File: src/rtl/exec_unit_if.sv
// Request/result bundle between the issuing stage (master) and exec_unit (slave).
// Handshake: start is a request that is accepted only on a rising edge where the
// unit is idle (busy=0, done=0); it is dropped otherwise, and nothing queues. A
// result is valid for exactly the one cycle that done/reg_en are high.
interface exec_unit_if;
  logic              start;
  logic [2:0]        op;
  logic signed [7:0] opa;
  logic signed [7:0] opb;
  logic [1:0]        wb_in;
  logic              busy;
  logic              done;
  logic signed [7:0] data;
  logic [1:0]        wb;
  logic              reg_en;
  logic              zero;
  logic              ovf;
  logic [1:0]        dbg_state;

  modport master (
    output start, op, opa, opb, wb_in,
    input  busy, done, data, wb, reg_en, zero, ovf, dbg_state
  );

  modport slave (
    input  start, op, opa, opb, wb_in,
    output busy, done, data, wb, reg_en, zero, ovf, dbg_state
  );
endinterface

File: src/rtl/exec_unit.sv
// Single-issue execution unit: one-cycle ALU ops and an 8-iteration
// shift-add signed multiplier, with a one-cycle register-file write-back pulse.
module exec_unit (
  input  logic        clk,
  input  logic        rst,
  exec_unit_if.slave  bus
);

  typedef enum logic [1:0] {
    IDLE = 2'd0,
    EXEC = 2'd1,
    WB   = 2'd2
  } state_t;

  localparam logic [2:0] OP_ADD = 3'b000;
  localparam logic [2:0] OP_SUB = 3'b001;
  localparam logic [2:0] OP_AND = 3'b010;
  localparam logic [2:0] OP_OR  = 3'b011;
  localparam logic [2:0] OP_XOR = 3'b100;
  localparam logic [2:0] OP_SLL = 3'b101;
  localparam logic [2:0] OP_SRA = 3'b110;
  localparam logic [2:0] OP_MUL = 3'b111;

  state_t      state, state_nx;
  logic [7:0]  mag_a, mag_b;
  logic        neg_q;
  logic [1:0]  wb_q;
  logic [15:0] acc;
  logic [2:0]  cnt;

  logic        busy_r, done_r, reg_en_r, zero_r, ovf_r;
  logic [7:0]  data_r;
  logic [1:0]  wb_r;

  logic [7:0]  alu_res;
  logic        alu_ovf;
  logic [15:0] partial, acc_sum, prod;
  logic        mul_ovf;

  // Single-cycle ALU, evaluated straight off the request inputs.
  always_comb begin
    alu_res = 8'h00;
    alu_ovf = 1'b0;
    case (bus.op)
      OP_ADD: begin
        alu_res = bus.opa + bus.opb;
        alu_ovf = (bus.opa[7] == bus.opb[7]) && (alu_res[7] != bus.opa[7]);
      end
      OP_SUB: begin
        alu_res = bus.opa - bus.opb;
        alu_ovf = (bus.opa[7] != bus.opb[7]) && (alu_res[7] != bus.opa[7]);
      end
      OP_AND:  alu_res = bus.opa & bus.opb;
      OP_OR:   alu_res = bus.opa | bus.opb;
      OP_XOR:  alu_res = bus.opa ^ bus.opb;
      OP_SLL:  alu_res = bus.opa << bus.opb[2:0];
      OP_SRA:  alu_res = bus.opa >>> bus.opb[2:0];
      default: alu_res = 8'h00;
    endcase
  end

  // One multiplier iteration; prod is the sign-corrected value used on the last one.
  always_comb begin
    partial = mag_b[cnt] ? ({8'h00, mag_a} << cnt) : 16'h0000;
    acc_sum = acc + partial;
    prod    = neg_q ? (~acc_sum + 16'd1) : acc_sum;
    mul_ovf = (prod[15:7] != {9{prod[15]}});
  end

  always_comb begin
    state_nx = state;
    case (state)
      IDLE: if (bus.start) state_nx = (bus.op == OP_MUL) ? EXEC : WB;
      EXEC: if (cnt == 3'd7) state_nx = WB;
      WB:   state_nx = IDLE;
      default: state_nx = IDLE;
    endcase
  end

  always_ff @(posedge clk) begin
    if (!rst) begin
      state    <= IDLE;
      mag_a    <= 8'h00;
      mag_b    <= 8'h00;
      neg_q    <= 1'b0;
      wb_q     <= 2'd0;
      acc      <= 16'h0000;
      cnt      <= 3'd0;
      busy_r   <= 1'b0;
      done_r   <= 1'b0;
      reg_en_r <= 1'b0;
      data_r   <= 8'h00;
      wb_r     <= 2'd0;
      zero_r   <= 1'b0;
      ovf_r    <= 1'b0;
    end else begin
      state    <= state_nx;
      busy_r   <= (state_nx != IDLE);
      done_r   <= (state_nx == WB);
      reg_en_r <= (state_nx == WB);
      case (state)
        IDLE: begin
          if (bus.start) begin
            mag_a <= bus.opa[7] ? (~bus.opa + 8'd1) : bus.opa;
            mag_b <= bus.opb[7] ? (~bus.opb + 8'd1) : bus.opb;
            neg_q <= bus.opa[7] ^ bus.opb[7];
            wb_q  <= bus.wb_in;
            acc   <= 16'h0000;
            cnt   <= 3'd0;
            if (bus.op != OP_MUL) begin
              data_r <= alu_res;
              zero_r <= (alu_res == 8'h00);
              ovf_r  <= alu_ovf;
              wb_r   <= bus.wb_in;
            end
          end
        end
        EXEC: begin
          acc <= acc_sum;
          cnt <= cnt + 3'd1;
          if (cnt == 3'd7) begin
            data_r <= prod[7:0];
            zero_r <= (prod[7:0] == 8'h00);
            ovf_r  <= mul_ovf;
            wb_r   <= wb_q;
          end
        end
        default: ;
      endcase
    end
  end

  assign bus.busy      = busy_r;
  assign bus.done      = done_r;
  assign bus.reg_en    = reg_en_r;
  assign bus.data      = data_r;
  assign bus.wb        = wb_r;
  assign bus.zero      = zero_r;
  assign bus.ovf       = ovf_r;
  assign bus.dbg_state = state;

endmodule

File: src/flat_wrapper.sv
// flat-port wrapper written by rule: the top's interface ports become plain ports
module exec_unit_flat 
  (clk, rst, bus_start, bus_op, bus_opa, bus_opb, bus_wb_in, bus_busy, bus_done, bus_data, bus_wb, bus_reg_en, bus_zero, bus_ovf, bus_dbg_state);
  exec_unit_if bus_i ();
  input  logic clk;
  input  logic rst;
  input wire logic [$bits(bus_i.start)-1:0] bus_start;
  input wire logic [$bits(bus_i.op)-1:0] bus_op;
  input wire logic [$bits(bus_i.opa)-1:0] bus_opa;
  input wire logic [$bits(bus_i.opb)-1:0] bus_opb;
  input wire logic [$bits(bus_i.wb_in)-1:0] bus_wb_in;
  output wire logic [$bits(bus_i.busy)-1:0] bus_busy;
  output wire logic [$bits(bus_i.done)-1:0] bus_done;
  output wire logic [$bits(bus_i.data)-1:0] bus_data;
  output wire logic [$bits(bus_i.wb)-1:0] bus_wb;
  output wire logic [$bits(bus_i.reg_en)-1:0] bus_reg_en;
  output wire logic [$bits(bus_i.zero)-1:0] bus_zero;
  output wire logic [$bits(bus_i.ovf)-1:0] bus_ovf;
  output wire logic [$bits(bus_i.dbg_state)-1:0] bus_dbg_state;
  assign bus_i.start = bus_start;
  assign bus_i.op = bus_op;
  assign bus_i.opa = bus_opa;
  assign bus_i.opb = bus_opb;
  assign bus_i.wb_in = bus_wb_in;
  assign bus_busy = bus_i.busy;
  assign bus_done = bus_i.done;
  assign bus_data = bus_i.data;
  assign bus_wb = bus_i.wb;
  assign bus_reg_en = bus_i.reg_en;
  assign bus_zero = bus_i.zero;
  assign bus_ovf = bus_i.ovf;
  assign bus_dbg_state = bus_i.dbg_state;
  exec_unit u_core (.clk(clk), .rst(rst), .bus(bus_i));
endmodule
File: config.mk
export PLATFORM = sky130hd
export DESIGN_NAME = exec_unit_flat
export DESIGN_NICKNAME = d
export VERILOG_FILES = /design/src/rtl/exec_unit_if.sv /design/src/rtl/exec_unit.sv /design/src/flat_wrapper.sv
export SDC_FILE = /design/constraint.sdc
export NUM_CORES = 1
export LEC_CHECK = 0
export CAP_MARGIN = 10
export CELL_PAD_IN_SITES_DETAIL_PLACEMENT = 1
export CELL_PAD_IN_SITES_GLOBAL_PLACEMENT = 2
export CORE_UTILIZATION = 36
export CTS_CLUSTER_DIAMETER = 60
export DETAILED_ROUTE_END_ITERATION = 16
export MAX_ROUTING_LAYER = met4
export PLACE_DENSITY_LB_ADDON = 0.1
export SLEW_MARGIN = 5
export SYNTH_ARGS = -nofsm -noshare
export SYNTH_HDL_FRONTEND = slang
export SYNTH_SLANG_ARGS = --single-unit
export TNS_END_PERCENT = 1
File: constraint.sdc
create_clock -name clk -period 5 [get_ports clk]
set_clock_uncertainty 0.05 [all_clocks]
set_input_delay 1 -clock clk [delete_from_list [all_inputs] [get_ports clk]]
set_output_delay 1 -clock clk [all_outputs]
set_load 0.05 [all_outputs]
==> run_results.csv, run 1 <==
group,metric,value,unit
synth,synth-seq-cells,54,
timing,min_period,4.68,ns
synth,synth_edf_count,0,
clock_tree,ctsResizeCount,0,
setup_path,critPathSlowestCell,"mux4_2",
routing,routedWlPerCell,20.0,µm
setup_path,arrival,4.83,ns
clock_tree,cts_root_buffer,"clkbuf_16",
power_and_ir_drop,switching_share,36.7,%
timing,period_share,93.7,%
power_and_ir_drop,clkPwrFrac,29.7,%
timing,timing.fmax,214,MHz
grt,grtUsageTotal,25.9,%
place,port_buffers,40,
finish,multi_input_area,0.00432,mm²
finish,nFillCells,1876,
clock_tree,cts.sinks,54,
floorplan,io_pins,41,
floorplan,initial_utilization,37.4,%
grt,gr-total-overflow,0,
place,gp_congestion,0.907,
floorplan,placementRows,45,
finish,fin_util,42.7,%
finish,seq_area,0.00108,mm²
synth,syn_nets,832,
finish,mostFrequentLayoutCells,"nand2_1 (86), nor2_1 (76), a21oi_1 (70)",
routing,dr.pass1.iters,4,
power_and_ir_drop,internal_power,0.816,mW
timing,slew_viol_final,0,
synth,async_flop_share,0,%
power_and_ir_drop,leakagePower,2.50,nW
worst_hold_path,min_path_type,"register to register",
timing,setup_viol,0,
routing,ant_nets,0,
grt,grt_pass1_wl,32.4,mm
synth,yosys_warnings,0,
grt,grt_pass1_vias,6105,
routing,avgViaCountPerCell,5.84,
routing,wirelength,19.9,mm
synth,synthCells,761,
finish,num_antenna_cells,0,
power_and_ir_drop,finalPower,1.29,mW
synth,synth_top_flop_cell,"dfxtp_1",
power_and_ir_drop,powerDensity,197,mW/mm²
job,maxCapViolations,0,
setup_path,crit_path_start_kind,"register",
power_and_ir_drop,ir_drop,0.117,mV
synth,ys_seq_area_share,18.8,%
outcome,status,"completed",
place,place_hpwl,15.7,mm
setup_path,critPathMaxStageDelay,0.53,ns
setup_path,end_kind,"register",
timing,slew_headroom,24.1,%
clock_tree,cts_tree,"done",
routing,drtIter0Drc,227,
power_and_ir_drop,pwr-share-comb,33.7,%
synth,syn_avg_cell_area,7.55,µm²
power_and_ir_drop,power.switching,0.474,mW
routing,vias,5784,
finish,layout_commonest_cell,"nand2_1",
grt,antenna_found_initial,0,
timing,worst_pin_slew,1.14,ns
clock_tree,cts_max_level,2,
synth,syn_area,0.00575,mm²
clock_tree,path_clk_slew,0.08,ns
timing,setup_tns,0,ns
clock_tree,cts_hold_buf,0,
floorplan,die_height,128,µm
timing,rsz0062_at_grt,"no",
clock_tree,post-cts-setup-buffer-count,0,
finish,postLayoutCellArea,0.00656,mm²
floorplan,die_x,128,µm
clock_tree,clk_latency,0.31,ns
floorplan,dieArea,0.0165,mm²
finish,fin_nets,850,
power_and_ir_drop,p_seq_share,36.6,%
clock_tree,cts_buffers,5,
grt,grt_max_degree,47,
finish,area_growth,14.2,%
place,post_dp_cell_area,0.00639,mm²
synth,synth_cell_types,79,
setup_path,critPathKind,"register to register",
floorplan,fp.coreArea,0.0154,mm²
setup_path,worst-path-max-fanout,8,
timing,hold_violations,0,
routing,post-route-drc-count,0,
setup_path,cp_data_required_time,5.15,ns
finish,layout-drive-gt1-share,10.1,%
clock_tree,cts_buffer_depth,2,
setup_path,path_cells,"mux4_2 > nand2_1 > and2_1 > nor2_1 > ha_1 > nor2b_1 > a221oi_2 > o311ai_4 > nor4_4 > nand2_1 > nor3b_2 > mux2_2 > o221ai_1 > a22oi_1 > a211o_1",
setup_path,crit_path_frequent_cell,"nand2_1",
[cell usage after synthesis, types with 11 or more instances]
library cell / count / area (µm²)
clkbuf_1: 45 / 169
o21ai_0: 20 / 100
nor2b_1: 11 / 68.8
mux4_2: 12 / 270
nand3_1: 27 / 135
nand2_1: 86 / 323
nor2_1: 76 / 285
mux2i_1: 18 / 180
xnor2_1: 22 / 193
dfxtp_1: 54 / 1080
a211oi_1: 16 / 120
ha_1: 44 / 551
a21oi_1: 70 / 350
inv_1: 36 / 135
nor3_1: 17 / 85.1
[area by class of cell]
cell class / count / area share (%)
multi-input cells: 615 / 65.9
inverters: 36 / 2.06
well taps: 211 / 4.02
flip-flops and latches: 54 / 16.5
clock buffers: 5 / 1.91
clock inverters: 3 / 0.439
repair buffers: 67 / 9.19
[routing by layer]
metal  wire length [µm]  global-route usage, %
met5                  0                      -
met4                434                   8.30
met3                417                   2.91
met2              10100                   46.0
met1               8860                   30.5
[stage by stage]
step / hold slack, ns / cells / setup slack [ns]
final: 0.410 / 991 / 0.317
after global routing: 0.433 / 991 / 0.0194
after CTS: 0.415 / 991 / 0.167
after detailed placement: 0.402 / 983 / 0.202
after global placement: 0.391 / 983 / 0.238
after floorplan: 0.379 / 761 / 0.440
[final timing paths]
check                           slack [ns]                   startpoint  depth (start not counted)                           to
worst min-delay path                  0.41  u_core.wb_q[1]$_SDFFE_PN0P_                          2  u_core.wb_q[1]$_SDFFE_PN0P_
worst min register to register        0.41  u_core.wb_q[1]$_SDFFE_PN0P_                          2  u_core.wb_q[1]$_SDFFE_PN0P_
worst max register to register        0.32   u_core.cnt[0]$_SDFFE_PN0P_                         15  u_core.bus.ovf$_SDFFE_PN0P_
worst max-delay path                  0.32   u_core.cnt[0]$_SDFFE_PN0P_                         15  u_core.bus.ovf$_SDFFE_PN0P_
[critical path: cells and delay by family, from the launching register on]
family / cells / cell delay [ns]
simple gates: 7 / 1.69
compound gates: 5 / 1.13
mux: 2 / 0.90
flops: 1 / 0.40
fa+ha+maj: 1 / 0.39
[power groups by stage]
stage	logic, mW	registers (mW)	clock network [mW]
final	0.435	0.471	0.383
after global routing	0.476	0.475	0.409
after CTS	0.437	0.472	0.394
after detailed placement	0.436	0.482	0
after global placement	0.429	0.480	0
after floorplan	0.262	0.508	0
[kinds of logic (layout without fill, tap and decap cells)]
group | after synthesis | count (layout) | share of synthesized area (%)
simple gates | 281 | 281 | 23.6
fa+ha+maj | 47 | 47 | 10.6
compound gates | 221 | 221 | 27.1
xor+xnor | 30 | 30 | 4.70
flops | 54 | 54 | 18.8
buf+inv | 92 | 111 | 6.16
mux | 36 | 36 | 9.01
[sequential cells by signal, indices dropped and copies added (netlist names)]
signal and cells:
u_core.acc 16, u_core.bus.busy 1, u_core.bus.data 8, u_core.bus.dbg_state 2, u_core.bus.done 1, u_core.bus.ovf 1
u_core.bus.wb 2, u_core.bus.zero 1, u_core.cnt 3, u_core.mag_a 8, u_core.mag_b 8, u_core.neg_q 1
u_core.wb_q 2
Power figures use the tool's default switching activity.
==> inputs of run 2 (changes only) <==
--- a/config.mk
+++ b/config.mk
@@ -8,6 +8,7 @@
 export CAP_MARGIN = 10
 export CELL_PAD_IN_SITES_DETAIL_PLACEMENT = 1
 export CELL_PAD_IN_SITES_GLOBAL_PLACEMENT = 2
+export CORE_MARGIN = 2
 export CORE_UTILIZATION = 36
 export CTS_CLUSTER_DIAMETER = 60
 export DETAILED_ROUTE_END_ITERATION = 16
==> constraint.sdc (replaced) <==
create_clock -name clk -period 5 [get_ports clk]
set_clock_uncertainty 0.05 [all_clocks]
set_input_delay 1 -clock clk [delete_from_list [all_inputs] [get_ports clk]]
set_output_delay 1 -clock clk [all_outputs]
set_load 0.02 [all_outputs]
==> run 2 against run 1 <==
Die area up 3.1%; sequential share of layout area about the same; wire length rose by 2.6%; critical endpoint unchanged; largest cell class unchanged; global-route usage fell by 1.1 points; via count is 1.1% higher; setup slack improved by 0.0085 ns; critical path depth down 1; largest power group unchanged.
==> run_results.csv, run 2 (synthesis gave the netlist of run 1 again) <==
group,metric,value,unit
routing,drtIter0Drc,194,
floorplan,die_height,130,µm
clock_tree,cts_max_level,2,
clock_tree,clk_latency,0.31,ns
grt,gr-total-overflow,0,
setup_path,cp_data_required_time,5.15,ns
routing,avgViaCountPerCell,5.88,
floorplan,initial_utilization,36.4,%
worst_hold_path,hold_path_startpoint,"u_core.bus.data[1]$_SDFFE_PN0P_",
setup_path,crit_path_start_kind,"register",
power_and_ir_drop,clkPwrFrac,29.5,%
clock_tree,cts_buffers,5,
grt,grt_pass1_wl,32.1,mm
finish,regMostFlops,"u_core.acc",
power_and_ir_drop,leakagePower,2.49,nW
timing,slew_headroom,22.4,%
power_and_ir_drop,p_seq_share,37.4,%
routing,ant_nets,0,
place,place_ws,0.237,ns
timing,rsz0062_at_grt,"no",
floorplan,fp.coreArea,0.0158,mm²
floorplan,io_pins,41,
place,place_hpwl,16.2,mm
finish,layout-drive-gt1-share,10.1,%
clock_tree,cts_root_buffer,"clkbuf_16",
finish,mostFrequentLayoutCells,"nand2_1 (86), nor2_1 (75), a21oi_1 (70)",
power_and_ir_drop,internal_power,0.814,mW
clock_tree,cts_tree,"done",
timing,setup_viol,0,
power_and_ir_drop,power.switching,0.445,mW
place,gp_congestion,0.939,
outcome,status,"completed",
grt,grt_max_degree,48,
power_and_ir_drop,finalPower,1.26,mW
finish,fin_nets,849,
timing,layout_setup_ws,0.325,ns
routing,routedWlPerCell,20.5,µm
timing,worst_pin_slew,1.16,ns
grt,antenna_found_initial,0,
worst_hold_path,min_path_type,"register to register",
power_and_ir_drop,ir_drop,0.111,mV
setup_path,end_kind,"register",
timing,period_share,93.5,%
routing,wirelength,20.4,mm
finish,num_antenna_cells,0,
clock_tree,cts_hold_buf,0,
timing,holdWs,0.408,ns
clock_tree,cts.sinks,54,
floorplan,placementRows,46,
routing,dr.pass1.iters,4,
clock_tree,cts_buffer_depth,2,
timing,hold_violations,0,
timing,setup_tns,0,ns
place,dp.cells,987,
grt,grtUsageTotal,24.9,%
setup_path,r2r-start,"u_core.cnt[0]$_SDFFE_PN0P_",
setup_path,arrival,4.82,ns
grt,grt_pass1_vias,6031,
finish,layout_commonest_cell,"nand2_1",
setup_path,crit_path_start,"u_core.cnt[0]$_SDFFE_PN0P_",
floorplan,dieArea,0.0170,mm²
place,port_buffers,40,
clock_tree,path_clk_slew,0.08,ns
power_and_ir_drop,switching_share,35.4,%
finish,finalNonFillerCells,995,
setup_path,critPathKind,"register to register",
timing,slew_viol_final,0,
power_and_ir_drop,pwr-share-comb,33.1,%
timing,timing.fmax,214,MHz
timing,min_period,4.67,ns
power_and_ir_drop,powerDensity,192,mW/mm²
finish,largest_reg_flops,16,
job,maxCapViolations,0,
setup_path,worst-path-max-fanout,9,
routing,vias,5846,
finish,area_growth,14.1,%
floorplan,die_x,130,µm
routing,post-route-drc-count,0,
-- run 2: critical path, cell delays in order, from the launching register on --
cell,delay (ns)
dfxtp_1,0.40
mux4_2,0.53
nand2_1,0.17
and2_1,0.27
nor2_1,0.10
ha_1,0.41
o21ai_0,0.37
nor3_1,0.10
a2111oi_0,0.38
o311a_1,0.52
nor3b_2,0.33
mux2_2,0.36
o221ai_1,0.17
a22oi_1,0.09
a211o_1,0.30
-- run 2: final timing paths --
kind,endpoint,slack [ns],depth (start not counted)
worst max-delay path,u_core.bus.ovf$_SDFFE_PN0P_,0.33,14
worst min-delay path,u_core.bus.data[1]$_SDFFE_PN0P_,0.41,2
worst max register to register,u_core.bus.ovf$_SDFFE_PN0P_,0.33,14
worst min register to register,u_core.bus.data[1]$_SDFFE_PN0P_,0.41,2
-- run 2: what timing repair did --
item	CTS	global route
resized for setup	0	3
endpoints found under the hold margin	0	0
setup buffers	0	0
endpoints found under the setup margin	0	1
-- run 2: area by class of cell --
class | instances | area (µm²)
fillers | 1967 | 9210
well taps | 216 | 270
inverters | 36 | 135
clock buffers | 5 | 125
repair buffers | 66 | 596
flip-flops and latches | 54 | 1080
multi-input cells | 615 | 4320
clock inverters | 3 | 26.3
-- run 2: power by group through the flow --
stage,combinational [mW],sequential (mW),clock [mW]
3_5_place_dp,0.414,0.481,0
2_1_floorplan,0.261,0.485,0
3_3_place_gp,0.405,0.481,0
4_1_cts,0.416,0.471,0.383
6_report,0.416,0.471,0.372
5_1_grt,0.455,0.475,0.398
-- run 2: per-layer routing --
layer	share of wire (%)	track usage, %	up-vias	wire length, µm
li1	-	-	2820	-
met1	44	29.5	2885	9040
met2	49	42.9	92	9990
met3	1.7	1.89	49	347
met4	4.9	11.8	0	992
met5	0	-	-	0
-- run 2: per-stage QoR --
stage | util, % | area, µm²
CTS | 41.5 | 6550
global placement | 40.5 | 6390
finish | 41.6 | 6560
detailed placement | 40.5 | 6390
floorplan | - | 5750
global route | 41.6 | 6560
